**src/rtl/imm_extend_unit.sv**
```systemverilog
// rtl/imm_extend_unit.sv - immediate extension unit with output register and skid buffer
module imm_extend_unit #(
    parameter int IN_W     = 16,
    parameter int OUT_W    = 32,
    parameter int BR_SHIFT = 2
) (
    input  logic             clk,
    input  logic             reset,
    input  logic             in_valid,
    output logic             in_ready,
    input  logic [IN_W-1:0]  imm_in,
    input  logic [1:0]       mode,
    output logic             out_valid,
    input  logic             out_ready,
    output logic [OUT_W-1:0] ext_out,
    output logic [1:0]       ext_mode
);

    localparam logic [1:0] MODE_ZERO   = 2'd0;
    localparam logic [1:0] MODE_SIGN   = 2'd1;
    localparam logic [1:0] MODE_UPPER  = 2'd2;
    localparam logic [1:0] MODE_BRANCH = 2'd3;

    // Refuse to build a unit whose branch result could not hold the shifted field.
    if (OUT_W < IN_W + BR_SHIFT || IN_W < 2) begin : g_bad_params
        $error("imm_extend_unit: need OUT_W >= IN_W + BR_SHIFT and IN_W >= 2");
    end

    logic [OUT_W-1:0] zext_val;
    logic [OUT_W-1:0] sext_val;
    logic [OUT_W-1:0] ext_val;

    logic             out_valid_q, out_valid_d;
    logic [OUT_W-1:0] out_data_q, out_data_d;
    logic [1:0]       out_mode_q, out_mode_d;
    logic             skid_valid_q, skid_valid_d;
    logic [OUT_W-1:0] skid_data_q, skid_data_d;
    logic [1:0]       skid_mode_q, skid_mode_d;
    logic             in_ready_q, in_ready_d;

    logic in_fire;
    logic out_fire;

    assign in_fire  = in_valid && in_ready_q;
    assign out_fire = out_valid_q && out_ready;

    // Build all four extension flavours from the raw field and pick one by mode.
    always_comb begin
        zext_val = '0;
        zext_val[IN_W-1:0] = imm_in;
        sext_val = zext_val;
        for (int i = IN_W; i < OUT_W; i++) begin
            sext_val[i] = imm_in[IN_W-1];
        end
        case (mode)
            MODE_ZERO:   ext_val = zext_val;
            MODE_SIGN:   ext_val = sext_val;
            MODE_UPPER:  ext_val = zext_val << (OUT_W - IN_W);
            MODE_BRANCH: ext_val = sext_val << BR_SHIFT;
            default:     ext_val = zext_val;
        endcase
    end

    // Next-state for the output/skid pair; the skid always drains before new input is taken.
    always_comb begin
        out_valid_d  = out_valid_q;
        out_data_d   = out_data_q;
        out_mode_d   = out_mode_q;
        skid_valid_d = skid_valid_q;
        skid_data_d  = skid_data_q;
        skid_mode_d  = skid_mode_q;
        if (skid_valid_q) begin
            if (out_ready) begin
                out_data_d   = skid_data_q;
                out_mode_d   = skid_mode_q;
                out_valid_d  = 1'b1;
                skid_valid_d = 1'b0;
            end
        end else if (in_fire) begin
            if (!out_valid_q || out_ready) begin
                out_data_d  = ext_val;
                out_mode_d  = mode;
                out_valid_d = 1'b1;
            end else begin
                skid_data_d  = ext_val;
                skid_mode_d  = mode;
                skid_valid_d = 1'b1;
            end
        end else if (out_fire) begin
            out_valid_d = 1'b0;
        end
        in_ready_d = !skid_valid_d;
    end

    // State registers; reset clears both stages and reopens the input.
    always_ff @(posedge clk) begin
        if (reset) begin
            out_valid_q  <= 1'b0;
            out_data_q   <= '0;
            out_mode_q   <= '0;
            skid_valid_q <= 1'b0;
            skid_data_q  <= '0;
            skid_mode_q  <= '0;
            in_ready_q   <= 1'b1;
        end else begin
            out_valid_q  <= out_valid_d;
            out_data_q   <= out_data_d;
            out_mode_q   <= out_mode_d;
            skid_valid_q <= skid_valid_d;
            skid_data_q  <= skid_data_d;
            skid_mode_q  <= skid_mode_d;
            in_ready_q   <= in_ready_d;
        end
    end

    assign in_ready  = in_ready_q;
    assign out_valid = out_valid_q;
    assign ext_out   = out_data_q;
    assign ext_mode  = out_mode_q;

endmodule

```
**config.mk**
```make
export PLATFORM = sky130hd
export DESIGN_NAME = imm_extend_unit
export DESIGN_NICKNAME = d
export VERILOG_FILES = /design/src/rtl/imm_extend_unit.sv
export SDC_FILE = /design/constraint.sdc
export NUM_CORES = 1
export LEC_CHECK = 0
export CAP_MARGIN = 20
export CORE_MARGIN = 10
export CORE_UTILIZATION = 57
export DETAILED_ROUTE_END_ITERATION = 10
export PLACE_DENSITY_LB_ADDON = 0.08
export SYNTH_ARGS = -nofsm -noshare
export SYNTH_HDL_FRONTEND = slang
export SYNTH_SLANG_ARGS = --single-unit
```
**constraint.sdc**
```tcl
create_clock -name clk -period 2.4 [get_ports clk]
set_clock_uncertainty 0.1 [all_clocks]
set_input_delay 0.24 -clock clk [delete_from_list [all_inputs] [get_ports clk]]
set_output_delay 0.24 -clock clk [all_outputs]
set_load 0.01 [all_outputs]
```
==> summary.txt, run 1 <==
first-pass GRT wire length: 14.4 mm
Critical Path RT: 2.58 ns
CTS tree: yes
LEAKAGE: 1.46 nW
worst r2r src: skid_valid_q
postcts setup bufs: 0
Slew @ Worst Pin: 0.934 ns
worst reg2reg endpoint: ext_out[29]
VDD IR-drop max: 406 µV
Initial DRC Count: 231
sequential-to-total area share from yosys stat: 41.8%
Detailed Place HPWL: 5.76 mm
Syn-to-layout area delta: 20.4%
Min Hold Slack: 0.367 ns
Core Area: 5850 µm²
largest net degree at the start of global routing: 56
Inserted Clock Buffers: 9
CP arrival: 1.98 ns
CP endpoint: ext_out[29]
maxcap violations: 0
Worst Hold Class: flip-flop to flip-flop
vias per cell: 6.24
# port buffers: 57
# rows: 28
Power Dens Cells: 638 nW/µm²
DR WL/cell: 18.5 µm
Synth Instances: 371
Final GP Congestion: 0.834
DR vias: 3,033
Tot GR Track Use: 18.0%
WL final: 9.01 mm
most common cell after layout, fill and taps aside: dfxtp_1
fillers: 471
Layout Nets: 429
clock sinks: 71
total gr overflow: 0
post-cts gate resize count: 0
number of synthesis warnings: 0
die height: 97.3 µm
Clk Latency, worst-skew pair: 0.34 ns
r2r worst-path depth: 3
Mapped Area: 3400 µm²
Final Util: 70.0%
Top Ports: 58
die area: 9460 µm²
Initial Util: 58.2%
clk slew on worst S/H paths: 0.07 ns
drt first pass iters: 4
total power: 2.61 mW
maximum root-to-sink buffer count: 2
Syn Nets: 393
Clock Root Buffer: clkbuf_8
Avg Inst Size Synth: 9.17 µm²
Final Hold Fails: 0
Synth cell types: 36
fmax: 556 MHz
most frequent cells in the layout: dfxtp_1, clkdlybuf4s50_1, a21oi_1
Final TNS setup: 0 ns
hold buffer count at cts: 0
crit-path max FO: 28
post-layout min period: 1.80 ns
initial antenna violation count: 0
DRT antenna net count: 0
status: finished, final reports clean
Final Setup Violations: 0
RSZ-0062 raised after global routing: no
DRC: 0
fraction of layout cells with a size suffix above 1: 7.30%
CP startpoint: out_ready
number of global-route vias before repair: 2,873
crit end category: flip-flop
internal reg-to-reg setup slack: 0.65 ns
H-tree Lvls: 3
Die X: 97.3 µm
Synth Register Bits: 71
fin. max-slew vios: 0
Placed Instances: 471
relative slew slack: 37.7%
Final Non-Filler Cells: 486
antenna cells: 0
critical setup path kind: input port to flip-flop
final period utilization: 74.9%
startpoint types: input port
## how the worst min path moves through the flow
stage | depth (start not counted) | start | slack, ns | to
2_1_floorplan | 1 | out_ready | 0.23 | skid_valid_q
4_1_cts | 1 | ext_out[13] | 0.37 | ext_out[13]
3_5_place_dp | 1 | ext_out[13] | 0.36 | ext_out[13]
6_report | 1 | ext_out[18] | 0.37 | ext_out[18]
5_1_grt | 1 | ext_out[18] | 0.39 | ext_out[18]
3_3_place_gp | 1 | ext_out[20] | 0.35 | ext_out[20]
## through the flow
| stage | worst slack (ns) | cell area, µm² |
|---|---|---|
| 4_1_cts | 0.615 | 4100 |
| 3_5_place_dp | 0.255 | 3920 |
| 5_1_grt | 0.483 | 4100 |
| 3_3_place_gp | 0.314 | 3920 |
| 6_report | 0.603 | 4100 |
| 2_1_floorplan | 0.905 | 3400 |
## layer usage
layer / global-route usage, % / wire (µm) / vias up
met1: 21.9 / 3960 / 1448
met2: 29.2 / 4280 / 86
li1: - / - / 1486
met3: 4.62 / 604 / 13
met4: 8.17 / 160 / 0
met5: 0 / 0 / -
## registers in the layout, summed over array words and instances, names as in the netlist
name,cells
ext_out,32
skid_data_q,32
ext_mode,2
skid_mode_q,2
in_ready,1
out_valid,1
skid_valid_q,1
## logic make-up after synthesis
| family | Yosys count | synth area share, % |
|---|---|---|
| AOI/OAI and AO/OA | 120 | 26.5 |
| buffers and inverters | 47 | 7.83 |
| DFF | 71 | 41.8 |
| muxes | 3 | 0.882 |
| and+or+nand+nor | 130 | 23.0 |
## Yosys cell counts (all sizes together)
master | instances | area [µm²]
a32o | 28 | 280
a211o | 15 | 131
nor3 | 29 | 145
nand4b | 3 | 26.3
a211oi | 4 | 30.0
o21ai | 7 | 35.0
o21bai | 1 | 11.3
dfxtp | 71 | 1420
nand3 | 3 | 15.0
a21oi | 45 | 236
and3 | 14 | 87.6
a31oi | 1 | 6.26
nand2 | 3 | 11.3
a311oi | 2 | 23.8
and2 | 2 | 12.5
a2111o | 1 | 11.3
nor4 | 14 | 87.6
or3 | 14 | 87.6
buf | 28 | 195
and3b | 1 | 8.76
a2111oi | 14 | 123
clkbuf | 17 | 63.8
nor3b | 2 | 15.0
inv | 2 | 7.50
o21a | 1 | 7.51
and4b | 1 | 10.0
nor2b | 15 | 93.8
nand2b | 29 | 181
a21o | 1 | 7.51
mux2i | 3 | 30.0
## worst max-delay path: stages
cell and delay [ns]:
clkdlybuf4s50_1 0.47, o21bai_2 0.30, a21oi_4 0.73, a32o_1 0.22
## where the power goes
part / leakage [nW] / switching (mW) / total [mW] / internal [mW]
Combinational: 0.786 / 0.229 / 0.459 / 0.230
Sequential: 0.580 / 0.0367 / 1.28 / 1.25
Clock: 0.0898 / 0.416 / 0.873 / 0.457
## area by class of cell
cell class	count	area, µm²	share of cell area (%)
multi-input combinational	253	1720	41.9
sequential	71	1420	34.7
timing repair buffer	70	681	16.6
tap	75	93.8	2.29
inverter	2	7.51	0.183
clock buffer	15	176	4.31
No activity file was read; power rests on OpenSTA's default activity.
==> run 2, diff against run 1 <==
--- a/config.mk
+++ b/config.mk
@@ -7,7 +7,7 @@
 export LEC_CHECK = 0
 export CAP_MARGIN = 20
 export CORE_MARGIN = 10
-export CORE_UTILIZATION = 57
+export CORE_UTILIZATION = 48
 export DETAILED_ROUTE_END_ITERATION = 10
 export PLACE_DENSITY_LB_ADDON = 0.08
 export SYNTH_ARGS = -nofsm -noshare
==> constraint.sdc (replaced) <==
create_clock -name clk -period 1.58 [get_ports clk]
set_clock_uncertainty 0.1 [all_clocks]
set_input_delay 0.158 -clock clk [delete_from_list [all_inputs] [get_ports clk]]
set_output_delay 0.158 -clock clk [all_outputs]
set_load 0.01 [all_outputs]
==> run 2 against run 1 <==
Effect of this change:
- sequential share of layout area down 2.9 points
- sequential cell count unchanged
- cell area grew 9.3%
- critical path type is now flip-flop to output pin
==> summary.txt, run 2 (synthesis gave the netlist of run 1 again) <==
Initial DRC Count: 255 (+10%)
relative slew slack: 73.6% (+36 points)
Post-DP Area: 4270 µm² (+8.9%)
drt first pass iters: 6 (+2)
clock sinks: 71 (unchanged)
fraction of layout cells with a size suffix above 1: 14.3% (+7.0 points)
Finished Cell Area: 4480 µm² (+9.3%)
RSZ-0062 raised after global routing: no
Clock Root Buffer: clkbuf_8
total power: 4.08 mW (+56%)
largest net degree at the start of global routing: 54 (-3.6%)
number of global-route vias before repair: 3,128 (+8.9%)
Final TNS setup: 0 ns (unchanged)
Top Metal Used: met4
most frequent cells in the layout: dfxtp_1, clkdlybuf4s50_1, a21oi_1
# rows: 30 (+7.1%)
slowest CP cell: clkdlybuf4s50_1
fmax: 650 MHz
switching power: 1.11 mW (+63%)
worst reg2reg endpoint: skid_data_q[10]
fillers: 594 (+26%)
worst r2r src: skid_valid_q
clk slew on worst S/H paths: 0.08 ns (about the same)
# port buffers: 57 (unchanged)
Power Dens Cells: 911 nW/µm² (+43%)
vias per cell: 6.06 (-2.8%)
Comb power frac: 19.5% (+1.9 points)
crit end category: output pin
fin. max-slew vios: 0 (unchanged)
Top Ports: 58 (unchanged)
critical setup path kind: flip-flop to output pin
part of the power in registers: 47.8% (-1.3 points)
H-tree Lvls: 3 (unchanged)
Final Setup Violations: 0 (unchanged)
Syn-to-layout area delta: 31.6%
postcts setup bufs: 0 (unchanged)
Die X: 104 µm (+7.1%)
CP arrival: 1.28 ns (-0.70 ns)
total gr overflow: 0 (unchanged)
Slew @ Worst Pin: 0.385 ns (-0.549 ns)
status: finished, final reports clean
die height: 104 µm (+7.1%)
met2 routed WL: 4.89 mm (+14%)
hold path startpoint: ext_out[10]
wl on met1: 4.45 mm (+13%)
Initial Util: 49.8% (-8.4 points)
antenna cells: 0 (unchanged)
maximum root-to-sink buffer count: 2 (unchanged)
Inserted Clock Buffers: 9 (unchanged)
Core Area: 6830 µm² (+17%)
Tot GR Track Use: 17.7% (-0.27 points)
Clock power frac: 32.6% (-0.8 points)
Worst Hold Class: flip-flop to flip-flop
Min Hold Slack: 0.367 ns (+0.000549 ns)
LEAKAGE: 1.64 nW (+12%)
first-pass GRT wire length: 16.3 mm (+13%)
critical-path cell list: clkdlybuf4s50_1
DR vias: 3,256 (+7.4%)
Clk Latency, worst-skew pair: 0.34 ns (about the same)
initial antenna violation count: 0 (unchanged)
Largest delay share family, worst path: buffers and inverters
post-layout min period: 1.54 ns
VDD IR-drop max: 637 µV (+57%)
die area: 10,900 µm² (+15%)
DRT antenna net count: 0 (unchanged)
Final Hold Fails: 0 (unchanged)
WL final: 10.1 mm (+12%)
Hold Crit Endpoint: ext_out[10]
startpoint types: flip-flop
sw frac: 27.2% (+1.2 points)
r2r worst-path depth: 5 (+2)
Met3 Wirelength: 609 µm (+0.83%)
Hold Crit Depth: 1 (unchanged)
maxcap violations: 0 (unchanged)
final period utilization: 97.3%
DRC: 0 (unchanged)
crit path buf inv count: 1 (unchanged)
internal reg-to-reg setup slack: 0.08 ns (-0.57 ns)
DR WL/cell: 18.7 µm (+1.1%)
Critical Path RT: 1.32 ns (-1.26 ns)
crit-path max FO: 2 (-93%)
Int Pwr: 2.97 mW (+54%)
Layout Nets: 458 (+6.8%)
CTS tree: yes
CP max stage delay: 0.56 ns (-0.17 ns)
Final GP Congestion: 0.813 (-2.5%)
most common cell after layout, fill and taps aside: dfxtp_1
Detailed Place HPWL: 6.49 mm (+13%)
==> run 2: cell types whose count changed in the layout (fill, tap and decap cells not counted), moves of 2 or more <==
cell       delta
a2111oi_1     +5
buf_12        +9
dfxtp_1       -2
buf_4        +19
dfxtp_2       +2
a2111oi_0     -5
clkinv_2      +2
==> run 2: layout make-up <==
cell class                      count  area, µm²  area share (%)
Clock inverter                      3       17.5           0.391
Tap cell                           96        120            2.68
Multi-Input combinational cell    253       1720            38.4
Sequential cell                    71       1430            31.8
Timing Repair Buffer               99       1030            23.0
Clock buffer                       13        159            3.55
Inverter                            2       7.51           0.168
==> run 2: stage by stage <==
step / std cells / utilization (%) / worst slack (ns)
2_1_floorplan: 371 / - / 0.0851
3_3_place_gp: 520 / 62.5 / -0.215
3_5_place_dp: 520 / 62.5 / -0.271
4_1_cts: 536 / 65.1 / 0.0166
5_1_grt: 537 / 65.6 / 0.00149
6_report: 537 / 65.6 / 0.0424
==> run 2: worst register-to-register path: cells and delay by family, from the launching register on <==
| kind | cells | cell delay (ns) |
|---|---|---|
| simple gates | 1 | 0.19 |
| buf+inv | 3 | 0.66 |
| compound gates | 1 | 0.08 |
| flops | 1 | 0.39 |
==> run 2: how the worst max path moves through the flow <==
stage	from	endpoint	slack, ns	depth (start not counted)
floorplan	out_valid	skid_data_q[22]	0.09	4
global placement	mode[0]	ext_out[9]	-0.21	5
detailed placement	out_ready	skid_data_q[25]	-0.27	5
CTS	in_ready	in_ready	0.02	1
global route	out_valid	out_valid	0.001	1
finish	ext_out[17]	ext_out[17]	0.04	1
==> run 2: timing repair <==
item                                    CTS  global route
gates cloned                              0             1
hold buffers                              0             0
resized for setup                         1             6
endpoints found under the setup margin    2            13
==> run 2: layer usage <==
| metal | vias up | track usage [%] |
|---|---|---|
| met5 | - | 0 |
| li1 | 1547 | - |
| met2 | 103 | 28.5 |
| met3 | 11 | 3.84 |
| met4 | 0 | 5.17 |
| met1 | 1595 | 23.2 |
==> run 2: power groups by stage <==
stage	sequential (mW)	combinational, mW	clock, mW
floorplan	2.01	0.389	0
global placement	1.99	0.780	0
detailed placement	1.99	0.790	0
CTS	1.95	0.793	1.34
global route	1.96	0.861	1.43
finish	1.95	0.797	1.33
==> run 3, diff against run 2 <==
--- a/config.mk
+++ b/config.mk
@@ -5,10 +5,12 @@
 export SDC_FILE = /design/constraint.sdc
 export NUM_CORES = 1
 export LEC_CHECK = 0
+export ABC_AREA = 1
 export CAP_MARGIN = 20
 export CORE_MARGIN = 10
-export CORE_UTILIZATION = 48
+export CORE_UTILIZATION = 57
 export DETAILED_ROUTE_END_ITERATION = 10
+export DONT_BUFFER_PORTS = 1
 export PLACE_DENSITY_LB_ADDON = 0.08
 export SYNTH_ARGS = -nofsm -noshare
 export SYNTH_HDL_FRONTEND = slang
==> run 3 against run 2 <==
Effect of this change:
- sequential power increased by 4%
- critical path depth up 5
- clock power grew 8%
- sequential share of layout area rose by 5.5 points
- non-clock buffer count decreased by 66
- clock-buffer cell count shrank 1
- core utilization is 0.45 points lower
- critical endpoint is now ext_out[6]
- largest power group unchanged
==> summary.txt, run 3 <==
LEAKAGE: 1.76 nW (+7.8%)
Syn-to-layout area delta: 12.2%
Final TNS setup: 0 ns (unchanged)
Async SR Flop Fraction: 0% (unchanged)
synth cell count leaders: nand2_1, nor2_1, dfxtp_1, nand3_1, a21oi_1
antenna cells: 0 (unchanged)
number of flops mapped to enable cells by yosys: 0 (unchanged)
startpoint types: input port
Critical Path RT: 1.72 ns (+0.40 ns)
Slew @ Worst Pin: 0.442 ns (+0.0564 ns)
Syn Nets: 562 (+43%)
sequential-to-total area share from yosys stat: 41.9% (+0.11 points)
vias per cell: 5.33 (-12%)
CTS tree: yes
WL final: 9.11 mm (-9.5%)
maximum root-to-sink buffer count: 2 (unchanged)
total gr overflow: 0 (unchanged)
Placed Instances: 597 (+15%)
Final Hold Fails: 0 (unchanged)
Final GP Congestion: 0.912 (+12%)
critical setup path kind: input port to flip-flop
most frequent cells in the layout: nand2_1, nor2_1, dfxtp_1
post-synth top area cell: dfxtp_1
DR vias: 3,357 (+3.1%)
crit-path max FO: 2 (unchanged)
Die X: 97.2 µm (-6.7%)
fraction of layout cells with a size suffix above 1: 7.21% (-7.1 points)
Initial DRC Count: 292 (+15%)
number of synthesis warnings: 0 (unchanged)
status: finished, final reports clean
worst r2r src: skid_valid_q
post-cts gate resize count: 0 (-1)
Primary FF master, synth: dfxtp_1
r2r worst-path depth: 5 (unchanged)
Initial Util: 58.0% (+8.2 points)
post-layout min period: 1.50 ns (-0.0395 ns)
die area: 9440 µm² (-13%)
Clock Root Buffer: clkbuf_8
Top Ports: 58 (unchanged)
Clk Latency, worst-skew pair: 0.35 ns (about the same)
most common cell after layout, fill and taps aside: nand2_1
DRT antenna net count: 0 (unchanged)
Final Non-Filler Cells: 630 (+17%)
crit path buf inv count: 2 (+1)
Tot GR Track Use: 19.4% (+1.7 points)
Mapped Area: 3390 µm² (-0.26%)
DR WL/cell: 14.5 µm (-23%)
die height: 97.2 µm (-6.7%)
fmax: 668 MHz (+2.6%)
clk slew on worst S/H paths: 0.07 ns (about the same)
first-pass GRT wire length: 15.4 mm (-5.4%)
H-tree Lvls: 3 (unchanged)
number of global-route vias before repair: 3,086 (-1.3%)
initial antenna violation count: 0 (unchanged)
DRC: 0 (unchanged)
Worst Hold Class: input port to flip-flop
met2 routed WL: 4.22 mm (-14%)
internal reg-to-reg setup slack: 0.14 ns (+0.06 ns)
slowest CP cell: dlygate4sd3_1
Layout Nets: 572 (+25%)
Largest delay share family, worst path: buffers and inverters
largest net degree at the start of global routing: 37 (-31%)
Core Area: 5850 µm² (-14%)
Area contributors post-synth: dfxtp_1, nand2_1, nor2_1, nand3_1, a21oi_1
Detailed Place HPWL: 6.06 mm (-6.7%)
crit end category: flip-flop
final period utilization: 94.8% (-2.5 points)
RSZ-0062 raised after global routing: no
critical-path cell list: dlygate4sd3_1 -> nand2_1 -> nand2_1 -> dlygate4sd3_1 -> a21oi_1 -> nor2_1
# port buffers: 0 (-100%)
count leader, synth: nand2_1
CP max stage delay: 0.57 ns (about the same)
worst reg2reg endpoint: ext_out[26]
clock sinks: 71 (unchanged)
drt first pass iters: 5 (-1)
Hold Crit Depth: 4 (+3)
VDD IR-drop max: 662 µV (+3.9%)
Final Util: 65.1% (-0.45 points)
Synth cell types: 15 (-58%)
Met3 Wirelength: 814 µm (+34%)
maxcap violations: 0 (unchanged)
fin. max-slew vios: 0 (unchanged)
Synth Register Bits: 71 (unchanged)
hold path startpoint: imm_in[9]
Top Metal Used: met4
postcts setup bufs: 0 (unchanged)
Inserted Clock Buffers: 9 (unchanged)
Hold Crit Endpoint: skid_data_q[9]
CP arrival: 1.64 ns (+0.36 ns)
Final Setup Violations: 0 (unchanged)
Synth top area share: 41.9% (+0.11 points)
Avg Inst Size Synth: 6.29 µm² (-31%)
wl on met1: 3.80 mm (-15%)
relative slew slack: 70.5% (-3.2 points)
Power Dens Cells: 1070 nW/µm² (+17%)
Synth Instances: 540 (+46%)
# rows: 28 (-6.7%)
[run 3: worst max path at each step]
stage                              to    startpoint  cells past startpoint
after global routing      ext_out[11]    imm_in[11]                      6
final                      ext_out[6]     imm_in[6]                      6
after CTS                  ext_out[6]     imm_in[6]                      6
after global placement    ext_out[17]  skid_valid_q                      5
after detailed placement  ext_out[17]  skid_valid_q                      5
after floorplan           ext_out[17]     out_valid                      6
[run 3: worst min-delay path, cell delays in order]
cell	delay, ns
nand2_1	0.04
nand2_1	0.08
o21ai_0	0.07
nor2_1	0.07
[run 3: cells by family after synthesis]
logic type,after synthesis,synth area share [%]
simple gates,317,37.2
flops,71,41.9
buf+inv,76,9.69
compound gates,76,11.2
[run 3: what timing repair did]
action / CTS / global route
hold endpoints to repair: 31 / 0
hold buffers: 17 / 0
setup endpoints to repair: 0 / 0
[run 3: routing by layer]
| metal | up-vias | GRT usage [%] |
|---|---|---|
| met2 | 125 | 30.5 |
| met3 | 23 | 5.41 |
| li1 | 1696 | - |
| met5 | - | 0 |
| met1 | 1513 | 23.7 |
| met4 | 0 | 9.76 |
[run 3: report_power, final]
group	switching, mW	total [mW]	internal, mW
clock	0.670	1.44	0.766
sequential	0.110	2.02	1.91
combinational	0.371	0.602	0.231
total	1.15	4.06	2.91
[run 3: area by class of cell]
class | instances | area (µm²)
Timing Repair Buffer | 33 | 303
Fill cell | 549 | 2040
Clock inverter | 4 | 45.0
Clock buffer | 12 | 145
Tap cell | 75 | 93.8
Sequential cell | 71 | 1420
Inverter | 42 | 158
Multi-Input combinational cell | 393 | 1640
[run 3: stage by stage]
| stage | worst slack, ns | power, mW | cell area, µm² | hold WS [ns] |
|---|---|---|---|---|
| final | 0.0819 | 4.06 | 3810 | 0.00961 |
| after global routing | 0.000779 | 4.26 | 3810 | 0.0410 |
| after CTS | 0.0894 | 4.08 | 3810 | 0.00191 |
| after detailed placement | 0.144 | 2.62 | 3450 | 0.131 |
| after global placement | 0.147 | 2.61 | 3450 | 0.129 |
| after floorplan | 0.305 | 2.49 | 3390 | 0.127 |
